==> config.mk <==
export PLATFORM = sky130hd
export DESIGN_NAME = reduce_slot_engine
export DESIGN_NICKNAME = d
export VERILOG_FILES = /design/src/rtl/reduce_slot_engine.sv
export SDC_FILE = /design/constraint.sdc
export NUM_CORES = 1
export LEC_CHECK = 0
export ABC_AREA = 1
export CORE_MARGIN = 2
export CORE_UTILIZATION = 60
export CTS_CLUSTER_DIAMETER = 80
export DETAILED_ROUTE_END_ITERATION = 8
export PLACE_DENSITY = 0.79
export SLEW_MARGIN = 20
export SYNTH_ARGS = -nofsm -noshare
export SYNTH_HDL_FRONTEND = slang
export SYNTH_SLANG_ARGS = --single-unit
==> constraint.sdc <==
create_clock -name clk -period 4.15 [get_ports clk]
set_input_delay 0.6225 -clock clk [delete_from_list [all_inputs] [get_ports clk]]
set_output_delay 0.6225 -clock clk [all_outputs]
set_load 0.01 [all_outputs]
==> src/rtl/reduce_slot_engine.sv <==
// rtl/reduce_slot_engine.sv - per-index reduction table with pipelined ALU and output queue
// Slots accumulate child contributions; completed reductions leave through a small FIFO.
module reduce_slot_engine #(
  parameter int SLOTS     = 4,
  parameter int IDX_W     = 4,
  parameter int PW        = 32,
  parameter int SRC_W     = 3,
  parameter int CH_W      = 3,
  parameter int ALU_LAT   = 3,
  parameter int OUT_DEPTH = 4
) (
  input  logic             clk,
  input  logic             rst,
  input  logic             in_valid,
  output logic             in_ready,
  input  logic [IDX_W-1:0] in_index,
  input  logic [SRC_W-1:0] in_src,
  input  logic [CH_W-1:0]  in_children,
  input  logic [2:0]       in_op,
  input  logic [SRC_W-1:0] in_dst,
  input  logic [SRC_W-1:0] in_rank,
  input  logic [PW-1:0]    in_payload,
  output logic             out_valid,
  input  logic             out_ready,
  output logic [IDX_W-1:0] out_index,
  output logic [SRC_W-1:0] out_src,
  output logic [SRC_W-1:0] out_dst,
  output logic [PW-1:0]    out_payload,
  output logic             err,
  output logic [15:0]      dup_count
);
  localparam int NSRC = 1 << SRC_W;
  localparam int QAW  = (OUT_DEPTH > 1) ? $clog2(OUT_DEPTH) : 1;
  localparam int QCW  = $clog2(OUT_DEPTH + 1);

  function automatic logic [PW-1:0] alu(input logic [2:0] op, input logic [PW-1:0] a,
                                        input logic [PW-1:0] b);
    case (op)
      3'd0:    alu = a + b;
      3'd1:    alu = ($signed(a) > $signed(b)) ? a : b;
      3'd2:    alu = ($signed(a) < $signed(b)) ? a : b;
      3'd3:    alu = a & b;
      3'd4:    alu = a | b;
      3'd5:    alu = a ^ b;
      default: alu = a;
    endcase
  endfunction

  logic [SLOTS-1:0]            slot_valid_q, slot_valid_d, slot_busy_q, slot_busy_d;
  logic [SLOTS-1:0][PW-1:0]    slot_acc_q, slot_acc_d;
  logic [SLOTS-1:0][2:0]       slot_op_q, slot_op_d;
  logic [SLOTS-1:0][SRC_W-1:0] slot_dst_q, slot_dst_d, slot_rank_q, slot_rank_d;
  logic [SLOTS-1:0][CH_W-1:0]  slot_rem_q, slot_rem_d;
  logic [SLOTS-1:0][NSRC-1:0]  slot_mask_q, slot_mask_d;

  logic [ALU_LAT-1:0]            pipe_v_q, pipe_v_d;
  logic [ALU_LAT-1:0][IDX_W-1:0] pipe_idx_q, pipe_idx_d;
  logic [ALU_LAT-1:0][PW-1:0]    pipe_res_q, pipe_res_d;

  logic [OUT_DEPTH-1:0][IDX_W-1:0] q_idx_q, q_idx_d;
  logic [OUT_DEPTH-1:0][SRC_W-1:0] q_src_q, q_src_d, q_dst_q, q_dst_d;
  logic [OUT_DEPTH-1:0][PW-1:0]    q_pay_q, q_pay_d;
  logic [QAW-1:0]                  wr_ptr_q, wr_ptr_d, rd_ptr_q, rd_ptr_d;
  logic [QCW-1:0]                  q_count_q, q_count_d;
  logic                            err_q, err_d;
  logic [15:0]                     dup_q, dup_d;

  logic [SLOTS-1:0] hit, wb_hit;
  logic             sel_valid, sel_busy;
  logic [PW-1:0]    sel_acc;
  logic [2:0]       sel_op;
  logic [NSRC-1:0]  sel_mask;
  logic [CH_W-1:0]  wb_rem;
  logic [SRC_W-1:0] wb_rank, wb_dst;
  logic [IDX_W-1:0] wb_idx;
  logic [PW-1:0]    wb_res;
  logic             wb_done, legal, room, accept, alloc, leaf, dup, issue, enq, pop;
  int               inflight;

  always_comb begin
    hit       = '0;
    wb_hit    = '0;
    sel_valid = 1'b0;
    sel_busy  = 1'b0;
    sel_acc   = '0;
    sel_op    = '0;
    sel_mask  = '0;
    wb_rem    = '0;
    wb_rank   = '0;
    wb_dst    = '0;
    wb_idx    = pipe_idx_q[ALU_LAT-1];
    wb_res    = pipe_res_q[ALU_LAT-1];
    inflight  = 0;
    for (int i = 0; i < SLOTS; i++) begin
      hit[i]    = (int'(in_index) == i);
      wb_hit[i] = pipe_v_q[ALU_LAT-1] && (int'(wb_idx) == i);
      if (hit[i]) begin
        sel_valid = slot_valid_q[i];
        sel_busy  = slot_busy_q[i];
        sel_acc   = slot_acc_q[i];
        sel_op    = slot_op_q[i];
        sel_mask  = slot_mask_q[i];
      end
      if (wb_hit[i]) begin
        wb_rem  = slot_rem_q[i];
        wb_rank = slot_rank_q[i];
        wb_dst  = slot_dst_q[i];
      end
    end
    for (int s = 0; s < ALU_LAT; s++) begin
      if (pipe_v_q[s]) inflight = inflight + 1;
    end
  end

  // Reserving queue space for every in-flight op makes overflow impossible.
  assign legal    = (int'(in_index) < SLOTS) && (in_op <= 3'd5);
  assign wb_done  = pipe_v_q[ALU_LAT-1] && (wb_rem == CH_W'(1));
  assign room     = (int'(q_count_q) + inflight + 1) <= OUT_DEPTH;
  assign in_ready = !rst && !sel_busy && room && !(wb_done && (in_children == '0));
  assign accept   = in_valid && in_ready;
  assign alloc    = accept && legal && !sel_valid;
  assign leaf     = alloc && (in_children == '0);
  assign dup      = accept && legal && sel_valid && sel_mask[in_src];
  assign issue    = accept && legal && sel_valid && !sel_mask[in_src];
  assign enq      = leaf || wb_done;
  assign pop      = out_valid && out_ready;

  always_comb begin
    slot_valid_d = slot_valid_q;
    slot_busy_d  = slot_busy_q;
    slot_acc_d   = slot_acc_q;
    slot_op_d    = slot_op_q;
    slot_dst_d   = slot_dst_q;
    slot_rank_d  = slot_rank_q;
    slot_rem_d   = slot_rem_q;
    slot_mask_d  = slot_mask_q;
    for (int i = 0; i < SLOTS; i++) begin
      if (wb_hit[i]) begin
        slot_acc_d[i]  = wb_res;
        slot_rem_d[i]  = slot_rem_q[i] - CH_W'(1);
        slot_busy_d[i] = 1'b0;
        if (wb_done) begin
          slot_valid_d[i] = 1'b0;
          slot_mask_d[i]  = '0;
        end
      end
      if (hit[i] && alloc && !leaf) begin
        slot_valid_d[i] = 1'b1;
        slot_acc_d[i]   = in_payload;
        slot_op_d[i]    = in_op;
        slot_dst_d[i]   = in_dst;
        slot_rank_d[i]  = in_rank;
        slot_rem_d[i]   = in_children;
        slot_mask_d[i]  = NSRC'(1) << in_src;
      end
      if (hit[i] && issue) begin
        slot_busy_d[i] = 1'b1;
        slot_mask_d[i] = slot_mask_q[i] | (NSRC'(1) << in_src);
      end
    end
  end

  // The result is computed at issue and delayed so writeback lands ALU_LAT cycles later.
  always_comb begin
    pipe_v_d      = pipe_v_q;
    pipe_idx_d    = pipe_idx_q;
    pipe_res_d    = pipe_res_q;
    pipe_v_d[0]   = issue;
    pipe_idx_d[0] = in_index;
    pipe_res_d[0] = alu(sel_op, sel_acc, in_payload);
    for (int s = 1; s < ALU_LAT; s++) begin
      pipe_v_d[s]   = pipe_v_q[s-1];
      pipe_idx_d[s] = pipe_idx_q[s-1];
      pipe_res_d[s] = pipe_res_q[s-1];
    end
  end

  always_comb begin
    q_idx_d   = q_idx_q;
    q_src_d   = q_src_q;
    q_dst_d   = q_dst_q;
    q_pay_d   = q_pay_q;
    wr_ptr_d  = wr_ptr_q;
    rd_ptr_d  = rd_ptr_q;
    q_count_d = q_count_q + QCW'(enq) - QCW'(pop);
    if (enq) begin
      q_idx_d[wr_ptr_q] = leaf ? in_index : wb_idx;
      q_src_d[wr_ptr_q] = leaf ? in_rank : wb_rank;
      q_dst_d[wr_ptr_q] = leaf ? in_dst : wb_dst;
      q_pay_d[wr_ptr_q] = leaf ? in_payload : wb_res;
      wr_ptr_d = (wr_ptr_q == QAW'(OUT_DEPTH - 1)) ? '0 : wr_ptr_q + QAW'(1);
    end
    if (pop) rd_ptr_d = (rd_ptr_q == QAW'(OUT_DEPTH - 1)) ? '0 : rd_ptr_q + QAW'(1);
    err_d = accept && !legal;
    dup_d = (dup && (dup_q != 16'hFFFF)) ? dup_q + 16'd1 : dup_q;
  end

  always_ff @(posedge clk) begin
    if (rst) begin
      slot_valid_q <= '0;
      slot_busy_q  <= '0;
      slot_acc_q   <= '0;
      slot_op_q    <= '0;
      slot_dst_q   <= '0;
      slot_rank_q  <= '0;
      slot_rem_q   <= '0;
      slot_mask_q  <= '0;
      pipe_v_q     <= '0;
      pipe_idx_q   <= '0;
      pipe_res_q   <= '0;
      q_idx_q      <= '0;
      q_src_q      <= '0;
      q_dst_q      <= '0;
      q_pay_q      <= '0;
      wr_ptr_q     <= '0;
      rd_ptr_q     <= '0;
      q_count_q    <= '0;
      err_q        <= 1'b0;
      dup_q        <= '0;
    end else begin
      slot_valid_q <= slot_valid_d;
      slot_busy_q  <= slot_busy_d;
      slot_acc_q   <= slot_acc_d;
      slot_op_q    <= slot_op_d;
      slot_dst_q   <= slot_dst_d;
      slot_rank_q  <= slot_rank_d;
      slot_rem_q   <= slot_rem_d;
      slot_mask_q  <= slot_mask_d;
      pipe_v_q     <= pipe_v_d;
      pipe_idx_q   <= pipe_idx_d;
      pipe_res_q   <= pipe_res_d;
      q_idx_q      <= q_idx_d;
      q_src_q      <= q_src_d;
      q_dst_q      <= q_dst_d;
      q_pay_q      <= q_pay_d;
      wr_ptr_q     <= wr_ptr_d;
      rd_ptr_q     <= rd_ptr_d;
      q_count_q    <= q_count_d;
      err_q        <= err_d;
      dup_q        <= dup_d;
    end
  end

  assign out_valid   = (q_count_q != '0);
  assign out_index   = q_idx_q[rd_ptr_q];
  assign out_src     = q_src_q[rd_ptr_q];
  assign out_dst     = q_dst_q[rd_ptr_q];
  assign out_payload = q_pay_q[rd_ptr_q];
  assign err         = err_q;
  assign dup_count   = dup_q;
endmodule

=== Word level (Yosys, flattened, before mapping) ===
Index checks and enable logic that the tools add are counted.

* Register bits: 519
* Bits in latches: 0
* Bits in writable memories: 0
* Bits in read-only memories: 0
* Input bits: 55
* Output and inout bits: 61
* Word-level logic and storage cells: 290
* Memories kept: 0

* Add/subtract/negate cells: 14
* Multipliers: 0
* Div/mod/pow operators: 0
* Order comparisons: 9
* Equal/unequal tests: 15
* Shift operators: 1
* Muxes and demuxes: 110
* Bitwise logic cells: 7
* Reduce and logical (&&, ||, !) cells: 74

{| class="wikitable"
|+ Operators by type and width
! cell !! count
|-
| 32-bit two-way mux || 19
|-
| 32-bit one-hot mux with 6 select lines || 1
|-
| 8-bit two-way mux || 17
|-
| 128-bit bitwise mux || 1
|-
| 32-bit by 2-bit adder with 32-bit output (second input constant) || 3
|-
| 3-bit two-way mux || 29
|-
| 32-bit binary-select mux with 2-bit select || 1
|-
| 32-bit demux with 2-bit select || 1
|-
| 1-bit logical AND || 33
|-
| 32-bit adder || 1
|-
| 4-bit by 32-bit adder with 32-bit output || 1
|-
| 32-bit AND || 1
|-
| 32-bit > comparator || 1
|-
| 32-bit by 4-bit <= comparator with 1-bit output (second input constant) || 1
|-
| 32-bit < comparator || 1
|-
| 32-bit OR || 1
|-
| 8-bit OR || 4
|-
| 32-bit bitwise XOR || 1
|-
| 1-bit two-way mux || 27
|-
| 3-bit nonzero test || 9
|-
| 12-bit bitwise mux || 2
|-
| 2-bit nonzero test || 12
|-
| 16-bit by 1-bit adder with 16-bit output (second input constant) || 1
|-
| 16-bit bitwise mux || 1
|-
| other kinds (29) || 61
|}

=== Longest topological paths before layout ===
* Depth after elaboration: 19
* Depth in mapped cells: 31
* Mapped depth without buffers: 28

=== Worst setup path before layout ===
Ideal clock, no wire load.

* Path kind: input to register
* Start: in in_index[1]
* End: reg pipe_res_q (netlist bit pipe_res_d[41])
* Setup time: 0.118 ns
* Data arrival time: 3.662 ns
* Required time: 4.032 ns
* Setup slack: 0.370 ns
* Stages: 27
* Path buffers: 6
* Path through: inv_2 > nor2_4 > nand2_2 > buf_6 > inv_4 > buf_4 > buf_4 > a221oi_1 > o21ai_0 > ha_1 > buf_2 > nand2_1 > o21bai_1 > a21oi_1 > nor2_1 > nand2_1 > nand2_1 > nand2_2 > nand2_2 > nand2_2 > nand2_2 > buf_2 > buf_6 > nor2_1 > nor2_1 > nor2_1 > nor2_1

* Cells in the longest elaborated chain, start to end: 8
* Elaborated cells between the ends (all ways): 27
* Those cells by class: add/sub: 1; order compare: 2; eq/ne: 8; mux: 11; bitwise: 3; reduce/logical: 2

{| class="wikitable"
|+ Ends and longest elaborated chain
! element !! line !! source
|-
| start: declaration || 16 || <nowiki>input logic [IDX_W-1:0] in_index,</nowiki>
|-
| 4-bit zero test || 95 || <nowiki>hit[i] = (int'(in_index) == i);</nowiki>
|-
| 32-bit two-way mux (4 in a row) || 97 || <nowiki>if (hit[i]) begin</nowiki>
|-
| 32-bit < comparator / 32-bit > comparator (equally long branches) || 41, 40 ||
|-
| 32-bit two-way mux (on tied branches) || 41, 40 ||
|-
| 32-bit one-hot mux with 6 select lines (*) || 38 || <nowiki>case (op)</nowiki>
|-
| end signal: assignment || 231 || <nowiki>pipe_res_q <= pipe_res_d;</nowiki>
|-
| end: declaration || 58 || <nowiki>logic [ALU_LAT-1:0][PW-1:0] pipe_res_q, pipe_res_d;</nowiki>
|}

Every way passes the cells marked *; elsewhere a longest branch is shown, timed or not.
A chain may end at the register's enable or synchronous reset.

=== Worst setup path after layout ===
* Start: reg pipe_v_q[0]
* End: reg q_count_q[2]

* Cells in the longest elaborated chain, start to end: 17

{| class="wikitable"
|+ Ends and longest elaborated chain
! element !! line !! source
|-
| start: declaration || 56 || <nowiki>logic [ALU_LAT-1:0] pipe_v_q, pipe_v_d;</nowiki>
|-
| start signal: assignment || 229 || <nowiki>pipe_v_q <= pipe_v_d;</nowiki>
|-
| 1-bit two-way mux (*) || 111 || <nowiki>if (pipe_v_q[s]) inflight = inflight + 1;</nowiki>
|-
| 32-bit by 2-bit adder with 32-bit output || 111 ||
|-
| 32-bit two-way mux (*) || 111 ||
|-
| 32-bit by 2-bit adder with 32-bit output || 111 ||
|-
| 32-bit two-way mux (*) || 111 ||
|-
| 4-bit by 32-bit adder with 32-bit output (*) || 118 || <nowiki>assign room = (int'(q_count_q) + inflight + 1) <= OUT_DEPTH;</nowiki>
|-
| 32-bit by 2-bit adder with 32-bit output (*) || 118 ||
|-
| 32-bit by 4-bit <= comparator with 1-bit output (*) || 118 ||
|-
| 1-bit logical AND (*) (2 in a row) || 119 || <nowiki>assign in_ready = !rst && !sel_busy && room && !(wb_done && (in_children == '0));</nowiki>
|-
| 1-bit logical AND (*) || 120 || <nowiki>assign accept = in_valid && in_ready;</nowiki>
|-
| 1-bit logical AND (*) (2 in a row) || 121 || <nowiki>assign alloc = accept && legal && !sel_valid;</nowiki>
|-
| 1-bit logical AND (*) || 122 || <nowiki>assign leaf = alloc && (in_children == '0);</nowiki>
|-
| 1-bit logical OR (*) || 125 || <nowiki>assign enq = leaf || wb_done;</nowiki>
|-
| 3-bit by 1-bit adder with 3-bit output (*) || 185 || <nowiki>q_count_d = q_count_q + QCW'(enq) - QCW'(pop);</nowiki>
|-
| 3-bit by 1-bit subtractor with 3-bit output (*) || 185 ||
|-
| end signal: assignment || 238 || <nowiki>q_count_q <= q_count_d;</nowiki>
|-
| end: declaration || 64 || <nowiki>logic [QCW-1:0] q_count_q, q_count_d;</nowiki>
|}

Marks and branches as above.

==> flow_summary.yaml <==
final_layout:
  drive_gt1_share_pct: 10.07
  nNetsFinal: 5030
  seq_area_sq_um: 10390
  n_fill_cell: 4238
  finalInstanceArea_sq_um: 34940
  diodes: 0
  syn_to_final_growth_pct: 17.24
  multi_input_area_sq_um: 16050
route:
  drtIter0Drc: 3702
  vias_per_cell: 5.583
  wl_microns: 93690
  vias: 31040
  drc: 0
  postRouteAntennaNets: 0
  wl_per_cell_microns: 16.85
  first_pass_iters: 7
run_status:
  status: "completed"
critical_path:
  critPathLaunchType: "register"
  crit_family: "adder cells"
  cp.required_ns: 4.68
  r2r_setup_slack_ns: 0.19
  cp_slowest_cell: "fa_1"
  r2r-start: "pipe_v_q[0]$_SDFF_PP0_"
  crit_path_start: "pipe_v_q[0]$_SDFF_PP0_"
  end_kind: "register"
  path_depth: 20
  reg2reg_depth: 20
  worstSetupPathType: "register to register"
  crit_chain: "inv_1 > ha_4 > xnor2_1 > ha_1 > fa_1 > nand2_1 > nand2_1 > nand4_1 > nor2_2 > nand4_4 > nor2_4 > nand2_4 > nand2_2 > inv_2 > ha_1 > inv_1 > ha_1 > fa_1 > or2_2 > a21oi_2"
  worst_ep_arrival_time_ns: 4.49
  path_max_fanout: 3
  path_buf_inv: 3
  cp_common_cell: "ha_1"
  crit_end: "q_count_q[2]$_SDFF_PP0_"
  rr_endpoint: "q_count_q[2]$_SDFF_PP0_"
  cpPeakStageDelay_ns: 0.50
synth:
  synth_cell_types: 56
  synth_area_per_cell_sq_um: 6.412
  synth_fp_nets: 4818
  synthAdderAreaFrac_pct: 4.946
  async_reset_ff_share_pct: 0
  synth_area_leader_cell: "dfxtp_1"
  ys_warn_count: 0
  netlist_top_cells_area: "dfxtp_1, nand2_1, nor2_1, o21ai_0, inv_1"
  yosysTopAreaCellShare_pct: 34.87
  synth_cells: 4647
  synth_area_sq_um: 29800
  synth_top_family_by_area: "simple AND/OR/NAND/NOR gates"
  synth_mux_area_share_pct: 0
  synth_edf_count: 0
  synth_most_common_cell: "nand2_1"
  ys.flop_type: "dfxtp_1"
  netlist_top_cells_count: "nand2_1, nor2_1, inv_1"
  synthSimpleGateAreaFrac_pct: 29.80
  ys_ff_latch: 519
  synth_compound_area_share_pct: 17.73
  yosysSeqAreaShare_pct: 34.87
  synth_xor_area_share_pct: 1.029
die:
  rows: 81
  die_w_microns: 226.9
  dieArea_sq_um: 51460
  io_pins: 116
  start_util_pct: 60.87
  core_sq_um: 48950
  die_h_microns: 226.9
clock_network:
  clk-insertion-delay-late_ns: 0.63
  clkTransAtPathRegs_ns: 0.06
  cts_sinks: 519
  cts_tree: "done"
  numCtsBuffers: 54
  cts-root-buf: "clkbuf_16"
  ctsLongestPathBuffers: 3
  cts_max_level: 2
placed_design:
  port_buffers: 115
  placed_cell_area_sq_um: 33070
  place_hpwl_microns: 64320
  pre_cts_ws_ns: -0.4576
  gp_congestion: 1.018
sta:
  fin_crit_ns: 3.959
  holdWs_ns: 0.3955
  slew_headroom_pct: 35.75
  setup_viol_count_final: 0
  finalHoldViolCount: 0
  fin_ws_ns: 0.1911
  period_share_pct: 95.40
  finClkSkew_ns: 0.03098
  fmax_mhz: 252.6
  worst-slew-pin-transition_ns: 0.9628
  drv_slew: 0
pwr:
  vdd_ir_drop_max_uv: 300.6
  powerDensity_nw_per_um2: 352.9
  leakagePower_nw: 15.41
flow_run:
  drv_cap: 0
global_route:
  grt_use_total_pct: 35.88
  grt_antenna_before_repair: 0
  grt_max_degree: 116
  grt_overflow: 0
  grt_pass1_vias: 27760
  grt_pass1_wl_microns: 148000
hold_path:
  hp-class: "register to register"
[registers in the layout, summed over array words and instances (netlist names), 16 cells and up]
| signal | flops |
|---|---|
| q_pay_q | 128 |
| slot_acc_q | 128 |
| pipe_res_d | 64 |
| slot_mask_q | 32 |
| wb_res | 32 |
| dup_count | 16 |
| q_idx_q | 16 |
[worst reg2reg max path: stages, from the launching register on]
cell,delay (ns)
dfxtp_1,0.34
inv_1,0.08
ha_4,0.25
xnor2_1,0.12
ha_1,0.22
fa_1,0.50
nand2_1,0.06
nand2_1,0.07
nand4_1,0.14
nor2_2,0.22
nand4_4,0.14
nor2_4,0.19
nand2_4,0.09
nand2_2,0.09
inv_2,0.07
ha_1,0.27
inv_1,0.04
ha_1,0.18
fa_1,0.38
or2_2,0.31
a21oi_2,0.12
[worst min path at each step]
| stage | startpoint | end | slack (ns) | cells after the start |
|---|---|---|---|---|
| after floorplan | pipe_idx_d[6]$_SDFF_PP0_ | pipe_idx_d[10]$_SDFF_PP0_ | 0.39 | 2 |
| after global placement | pipe_res_d[64]$_SDFF_PP0_ | wb_res[0]$_SDFF_PP0_ | 0.39 | 2 |
| after CTS | pipe_res_d[82]$_SDFF_PP0_ | wb_res[18]$_SDFF_PP0_ | 0.39 | 2 |
| after detailed placement | pipe_res_d[72]$_SDFF_PP0_ | wb_res[8]$_SDFF_PP0_ | 0.39 | 2 |
| final | pipe_res_d[62]$_SDFF_PP0_ | pipe_res_d[94]$_SDFF_PP0_ | 0.40 | 2 |
| after global routing | pipe_idx_d[6]$_SDFF_PP0_ | pipe_idx_d[10]$_SDFF_PP0_ | 0.41 | 2 |
[kinds of logic (layout without fill, tap and decap cells)]
group,after synthesis,in the layout
adder cells (fa/ha/maj),116,116
XOR/XNOR,35,35
AND/OR/NAND/NOR,2163,2163
buffers and inverters,846,1095
AO/OA/AOI/OAI,968,968
flip-flops,519,519
[metrics by stage]
step / setup TNS [ns] / instances / util, % / total power, mW
after floorplan: 0 / 4647 / - / 6.390
after global placement: -9.610 / 5465 / 67.56 / 7.376
after detailed placement: -12.42 / 5465 / 67.56 / 7.398
after CTS: 0 / 5558 / 71.24 / 12.33
after global routing: -0.004088 / 5560 / 71.37 / 12.75
final: 0 / 5560 / 71.37 / 12.33
[routing by layer]
layer	part of all wire [%]	global-route usage (%)	vias to the layer above	wire [microns]
met4	2.2	9.062	0	2024
met5	0	0	-	0
met3	12	7.684	171	11030
met1	43	50.91	14090	40050
met2	43	55.18	1585	40590
li1	-	-	15200	-
[layout make-up]
cell class	count	area share, %
well taps	664	2.378
repair buffers	415	10.44
clock inverters	22	0.8416
inverters	587	6.335
clock buffers	71	4.312
multi-input cells	3282	45.95
flip-flops and latches	519	29.74
[what timing repair did]
| item | in CTS | in global routing |
|---|---|---|
| buffers inserted | 0 | 2 |
| endpoints found under the setup margin | 0 | 33 |
| hold buffers | 0 | 0 |
| gates resized for setup | 0 | 21 |
[power breakdown]
part           switching [mW]  internal (mW)  leakage, nW
Clock                    2.08           2.92        0.888
Sequential             0.0411           5.06         4.20
Combinational            1.35          0.874         10.3
Total                    3.47           8.86         15.4
[cells in the final DEF (no fill, tap or decap), drive strengths merged, types with 71 or more instances in the layout]
cell / count
nand2: 1017
nor2: 785
inv: 589
dfxtp: 519
o21ai: 498
a21oi: 331
buf: 301
nand3: 259
ha: 113
clkdlybuf4s50: 112
clkbuf: 71
(Power assumes the default switching activity.)
